==> src/rtl/scan_pkg.sv <==
// Shared definitions for the decoder scan controller: FSM encoding, channel
// geometry and the mapping of channel-index bits onto the decoder select pins.
package scan_pkg;

    localparam int unsigned NUM_CH = 8;
    localparam int unsigned CH_W   = 3;

    localparam int unsigned SEL_E_BIT  = 2;
    localparam int unsigned SEL_X0_BIT = 1;
    localparam int unsigned SEL_X1_BIT = 0;

    typedef enum logic [1:0] {
        StIdle    = 2'd0,
        StLoad    = 2'd1,
        StDwell   = 2'd2,
        StAdvance = 2'd3
    } scan_state_e;

endpackage

==> src/rtl/scan_next_ch.sv <==
// Combinational channel search: lowest enabled channel, and the next enabled
// channel strictly above the current one (wrapping to the lowest when none).
module scan_next_ch
    import scan_pkg::*;
(
    input  logic [CH_W-1:0]   ch_i,
    input  logic [NUM_CH-1:0] mask_i,
    output logic [CH_W-1:0]   nxt_o,
    output logic              wrap_o,
    output logic [CH_W-1:0]   first_o
);

    logic            found_first;
    logic            found_nxt;
    logic [CH_W-1:0] above;

    always_comb begin
        first_o     = '0;
        found_first = 1'b0;
        above       = '0;
        found_nxt   = 1'b0;
        for (int i = 0; i < int'(NUM_CH); i++) begin
            if (mask_i[i] && !found_first) begin
                first_o     = CH_W'(i);
                found_first = 1'b1;
            end
            if (mask_i[i] && (i > int'(ch_i)) && !found_nxt) begin
                above     = CH_W'(i);
                found_nxt = 1'b1;
            end
        end
        wrap_o = !found_nxt;
        nxt_o  = found_nxt ? above : first_o;
    end

endmodule

==> src/rtl/decoder_scan_ctrl.sv <==
// Sequencer driving the {E, x0, x1} select inputs of a 3-to-8 decoder through
// the enabled channels with a programmable dwell, in single or continuous mode.
module decoder_scan_ctrl
    import scan_pkg::*;
#(
    parameter int unsigned DWELL_W = 8,
    parameter int unsigned NUM_CH  = 8
) (
    input  logic               clk,
    input  logic               rst,
    input  logic               start,
    input  logic               stop,
    input  logic               mode,
    input  logic [DWELL_W-1:0] dwell,
    input  logic [NUM_CH-1:0]  mask,
    output logic               E,
    output logic               x0,
    output logic               x1,
    output logic               sel_valid,
    output logic               busy,
    output logic               step,
    output logic               done
);

    scan_state_e state_q, state_d;

    logic [CH_W-1:0]    ch_q, ch_d;
    logic [DWELL_W-1:0] cnt_q, cnt_d;
    logic [DWELL_W-1:0] dwell_q, dwell_d;
    logic [NUM_CH-1:0]  mask_q, mask_d;
    logic               mode_q, mode_d;
    logic               sel_valid_q, sel_valid_d;
    logic               busy_q, busy_d;
    logic               step_q, step_d;
    logic               done_q, done_d;

    logic [CH_W-1:0] nxt_ch;
    logic [CH_W-1:0] first_ch;
    logic            wrap;
    logic            accept;

    scan_next_ch u_next_ch (
        .ch_i    (ch_q),
        .mask_i  (mask_q),
        .nxt_o   (nxt_ch),
        .wrap_o  (wrap),
        .first_o (first_ch)
    );

    assign accept = start && (|mask);

    always_ff @(posedge clk or posedge rst) begin
        if (rst) begin
            state_q <= StIdle;
        end else begin
            state_q <= state_d;
        end
    end

    always_comb begin
        state_d = state_q;
        unique case (state_q)
            StIdle:    if (accept) state_d = StLoad;
            StLoad:    state_d = stop ? StIdle : StDwell;
            StDwell: begin
                if (stop) begin
                    state_d = StIdle;
                end else if (cnt_q == '0) begin
                    state_d = StAdvance;
                end
            end
            StAdvance: begin
                if (stop || (wrap && !mode_q)) begin
                    state_d = StIdle;
                end else begin
                    state_d = StDwell;
                end
            end
            default:   state_d = StIdle;
        endcase
    end

    // Next values for the registered outputs and the latched sweep setup.
    always_comb begin
        ch_d        = ch_q;
        cnt_d       = cnt_q;
        dwell_d     = dwell_q;
        mask_d      = mask_q;
        mode_d      = mode_q;
        sel_valid_d = sel_valid_q;
        step_d      = 1'b0;
        done_d      = 1'b0;
        unique case (state_q)
            StIdle: begin
                if (accept) begin
                    dwell_d = dwell;
                    mask_d  = mask;
                    mode_d  = mode;
                end
            end
            StLoad: begin
                if (stop) begin
                    sel_valid_d = 1'b0;
                end else begin
                    ch_d        = first_ch;
                    cnt_d       = dwell_q;
                    sel_valid_d = 1'b1;
                    step_d      = 1'b1;
                end
            end
            StDwell: begin
                if (stop) begin
                    sel_valid_d = 1'b0;
                end else if (cnt_q != '0) begin
                    cnt_d = cnt_q - 1'b1;
                end
            end
            StAdvance: begin
                if (stop) begin
                    sel_valid_d = 1'b0;
                end else if (wrap && !mode_q) begin
                    sel_valid_d = 1'b0;
                    done_d      = 1'b1;
                end else begin
                    ch_d   = nxt_ch;
                    cnt_d  = dwell_q;
                    step_d = 1'b1;
                end
            end
            default: sel_valid_d = 1'b0;
        endcase
        // busy stays up through the done cycle and drops on the cycle after it.
        busy_d = (state_d != StIdle) || done_d;
    end

    always_ff @(posedge clk or posedge rst) begin
        if (rst) begin
            ch_q        <= '0;
            cnt_q       <= '0;
            dwell_q     <= '0;
            mask_q      <= '0;
            mode_q      <= 1'b0;
            sel_valid_q <= 1'b0;
            busy_q      <= 1'b0;
            step_q      <= 1'b0;
            done_q      <= 1'b0;
        end else begin
            ch_q        <= ch_d;
            cnt_q       <= cnt_d;
            dwell_q     <= dwell_d;
            mask_q      <= mask_d;
            mode_q      <= mode_d;
            sel_valid_q <= sel_valid_d;
            busy_q      <= busy_d;
            step_q      <= step_d;
            done_q      <= done_d;
        end
    end

    assign E         = ch_q[SEL_E_BIT];
    assign x0        = ch_q[SEL_X0_BIT];
    assign x1        = ch_q[SEL_X1_BIT];
    assign sel_valid = sel_valid_q;
    assign busy      = busy_q;
    assign step      = step_q;
    assign done      = done_q;

endmodule

==> config.mk <==
export PLATFORM = sky130hd
export DESIGN_NAME = decoder_scan_ctrl
export DESIGN_NICKNAME = d
export VERILOG_FILES = /design/src/rtl/scan_pkg.sv /design/src/rtl/scan_next_ch.sv /design/src/rtl/decoder_scan_ctrl.sv
export SDC_FILE = /design/constraint.sdc
export NUM_CORES = 1
export LEC_CHECK = 0
export CORE_MARGIN = 10
export CORE_UTILIZATION = 45
export CTS_CLUSTER_DIAMETER = 50
export DETAILED_ROUTE_END_ITERATION = 8
export GPL_ROUTABILITY_DRIVEN = 0
export HOLD_SLACK_MARGIN = 0.05
export PLACE_DENSITY_LB_ADDON = 0.15
export SLEW_MARGIN = 20
export SYNTH_ARGS = -nofsm -noshare
export SYNTH_HDL_FRONTEND = slang
export SYNTH_SLANG_ARGS = --single-unit
==> constraint.sdc <==
create_clock -name clk -period 3.06 [get_ports clk]
set_input_delay 0.612 -clock clk [delete_from_list [all_inputs] [get_ports clk]]
set_output_delay 0.612 -clock clk [all_outputs]
set_load 0.01 [all_outputs]
==> run_results.csv <==
group,metric,value,unit
worst_setup_path,crit_path_max_fanout,16,
yosys,synth_area_leaders,"dfrtp_1, mux2_2, a21oi_1, buf_6, nor2_1",
worst_setup_path,timing.rr.start,"mask_q[5]",
min_path,holdPathEnd,"dwell_q[7]",
floorplan,die_w,85.1,um
run,drv_cap,0,
timing,drv_slew,0,
floorplan,core,4060,sq um
clock_network,clkLatencyLatePin,0.29,ns
clock_network,cts_resized,0,
min_path,hp-class,"flip-flop to flip-flop",
min_path,whs_path_depth,1,
floorplan,dieHeight,85.1,um
timing,tns,0,ns
worst_setup_path,cp.arrival,2.48,ns
placement,hpwl,3.08,mm
timing,slew_headroom,53.3,%
grt,grt_usage,11.8,%
drt,viasPerCell,5.73,
layout,drive_above_1_share,16.6,%
timing,setup_violations,0,
timing,clock_skew,0.00550,ns
power_and_ir_drop,pwr-share-comb,33.4,%
grt,grt_pass1_vias,1456,
yosys,synth_ff_type,"dfrtp_1",
floorplan,io_pins,28,
yosys,synth_edf_count,0,
worst_setup_path,worstPathRequired,3.23,ns
clock_network,post_cts_buffers,0,
yosys,ys_seq_area_share,44.6,%
clock_network,ctsRootBufferMaster,"clkbuf_8",
power_and_ir_drop,pwr_density_cell,752,nW/um^2
worst_setup_path,rr_endpoint,"cnt_q[6]",
worst_setup_path,end_kind,"flip-flop",
power_and_ir_drop,clockPowerShare,23.2,%
worst_setup_path,reg2regPathDepth,6,
clock_network,path_clk_slew,0.07,ns
timing,period_needed,2.31,ns
timing,post-route-period-util,75.5,%
clock_network,cts_buffers,5,
layout,area_growth,20.5,%
yosys,synthDominantCellAreaShare,44.6,%
grt,antenna_found_initial,0,
timing,max_freq,433,MHz
drt,drtAntennaViolNets,0,
drt,num_vias,1529,
power_and_ir_drop,switchingPower,0.609,mW
yosys,synthCells,188,
min_path,min-delay-start,"dwell_q[7]",
timing,rsz0062_at_grt,"false",
run_status,status,"completed",
grt,grt_max_degree,35,
power_and_ir_drop,intPower,1.12,mW
grt,grt_pass1_wl,7.14,mm
yosys,async_flop_share,100,%
power_and_ir_drop,total_power,1.73,mW
yosys,synth_top_area_cell,"dfrtp_1",
power_and_ir_drop,vdd_drop_max,311,uV
drt,drtIter0Drc,93,
layout,n_antenna_cell,0,
yosys,syn_area,1910,sq um
clock_network,clock_sinks,34,
drt,remaining_drc_errors,0,
worst_setup_path,path_class,"flip-flop to flip-flop",
floorplan,initial_core_util,47.1,%
grt,grt_overflow,0,
yosys,synth.distinct_cells,48,
yosys,synth.avg_cell_area,10.2,sq um
floorplan,rows,23,
power_and_ir_drop,netSwitchingFraction,35.2,%
timing,worstMarginPinSlew,0.698,ns
clock_network,cts_tree,"yes",
clock_network,cts_hold_buf,0,
yosys,ys_warn_count,0,
clock_network,htree_levels,2,
power_and_ir_drop,power_leakage,0.955,nW
drt,routedWlPerCell,15.7,um
drt,dr.pass1.iters,4,
placement,port_buffers,27,
floorplan,dieArea,7250,sq um
worst_setup_path,ff2ff_setup_slack,0.75,ns
layout,final_nets,239,
drt,wirelength,4.19,mm
timing,final_hold_viol_count,0,
worst_setup_path,critPathLaunchType,"flip-flop",
yosys,synth_fp_nets,211,
yosys,ys_seq_elements,34,
power_and_ir_drop,seqPwrFrac,43.4,%
clock_network,cts.path.max_buffers,2,
## power by group through the flow
stage	logic, mW	registers (mW)	clock network, mW
after CTS	0.584	0.745	0.413
after global placement	0.566	0.747	0
final	0.578	0.751	0.401
after floorplan	0.435	0.717	0
after global routing	0.645	0.771	0.437
after detailed placement	0.583	0.751	0
## final cells by class
class	count	area (sq um)
multi-input combinational	134	948
clock buffer	5	68.8
clock inverter	3	40.0
sequential	34	851
tap	50	62.6
inverter	12	45.0
timing repair buffer	29	285
fill	347	1760
## kinds of logic after synthesis
kind of cell	Yosys count	share of synthesized area, %
AND/OR/NAND/NOR	63	19.2
buffers and inverters	20	5.96
AO/OA/AOI/OAI	55	20.8
flip-flops	34	44.6
multiplexers	14	8.13
adder cells (fa/ha/maj)	2	1.31
## routing by layer
metal  wire, um  share of wire [%]  vias up  global-route usage [%]
met1       2120                 50      740                    16.3
met2       1810                 43       45                    16.3
met4         20               0.48        0                    4.49
met3        247                5.9        2                    4.02
li1           -                  -      742                       -
met5          0                  0        -                       0
## sequential cells by signal, summed over array words and instances (netlist names), 2 cells and up
register / cells
cnt_q: 8
dwell_q: 8
mask_q: 8
state_q: 2
ch_q: 3
## stage by stage
step           hold slack (ns)  area [sq um]  util [%]  std cells  setup WS (ns)
2_1_floorplan            0.481          1910         -        188           1.18
3_3_place_gp             0.503          2190      54.0        259          0.753
6_report                 0.532          2300      56.7        267          0.749
5_1_grt                  0.563          2300      56.7        267          0.525
3_5_place_dp             0.507          2190      54.0        259          0.728
4_1_cts                  0.539          2300      56.7        267          0.747
## cell usage in the layout, fill, tap and decap left out, types with 3 or more instances in the layout
cell             Yosys  routed
nor4_1               3       3
dfrtp_1             34      34
clkdlybuf4s50_1      0      27
o211ai_1             3       3
mux2_2              12      12
a211oi_1             3       3
o22ai_1              3       3
a21oi_1             14      13
nand3_1              7       7
inv_1               12      12
o21ai_0              9       9
nor3_1               6       6
o21a_1               3       3
clkbuf_8             0       5
nand2_1             14      14
or3_1                3       3
nor2_1              15      15
## cells in the mapped netlist (all sizes together) (2+ instances only)
| library cell | count |
|---|---|
| a211o | 2 |
| a211oi | 4 |
| a21oi | 14 |
| a221oi | 2 |
| a31o | 2 |
| and2 | 2 |
| and2b | 2 |
| buf | 6 |
| clkbuf | 2 |
| dfrtp | 34 |
| ha | 2 |
| inv | 12 |
| mux2 | 12 |
| mux2i | 2 |
| nand2 | 14 |
| nand3 | 7 |
| nand4 | 2 |
| nor2 | 15 |
| nor3 | 6 |
| nor4 | 3 |
| o211ai | 3 |
| o21a | 3 |
| o21ai | 11 |
| o21bai | 3 |
| o22ai | 3 |
| o31ai | 2 |
| or3 | 3 |
## worst max path at each step
stage | endpoint | slack, ns | depth (start not counted) | startpoint
6_report | cnt_q[6] | 0.75 | 6 | mask_q[5]
3_5_place_dp | cnt_q[6] | 0.73 | 4 | stop
4_1_cts | cnt_q[6] | 0.75 | 6 | mask_q[5]
3_3_place_gp | cnt_q[3] | 0.75 | 4 | stop
2_1_floorplan | cnt_q[3] | 1.18 | 8 | state_q[0]
5_1_grt | cnt_q[6] | 0.53 | 6 | mask_q[5]
## critical path, stage by stage, from the launching register on
cell and delay (ns):
dfrtp_1 0.45, nor2_1 0.25, a21oi_1 0.13, nand4bb_4 0.29, o311ai_4 0.62, a21oi_1 0.17
a211o_1 0.30
Power figures use the tool's default switching activity.
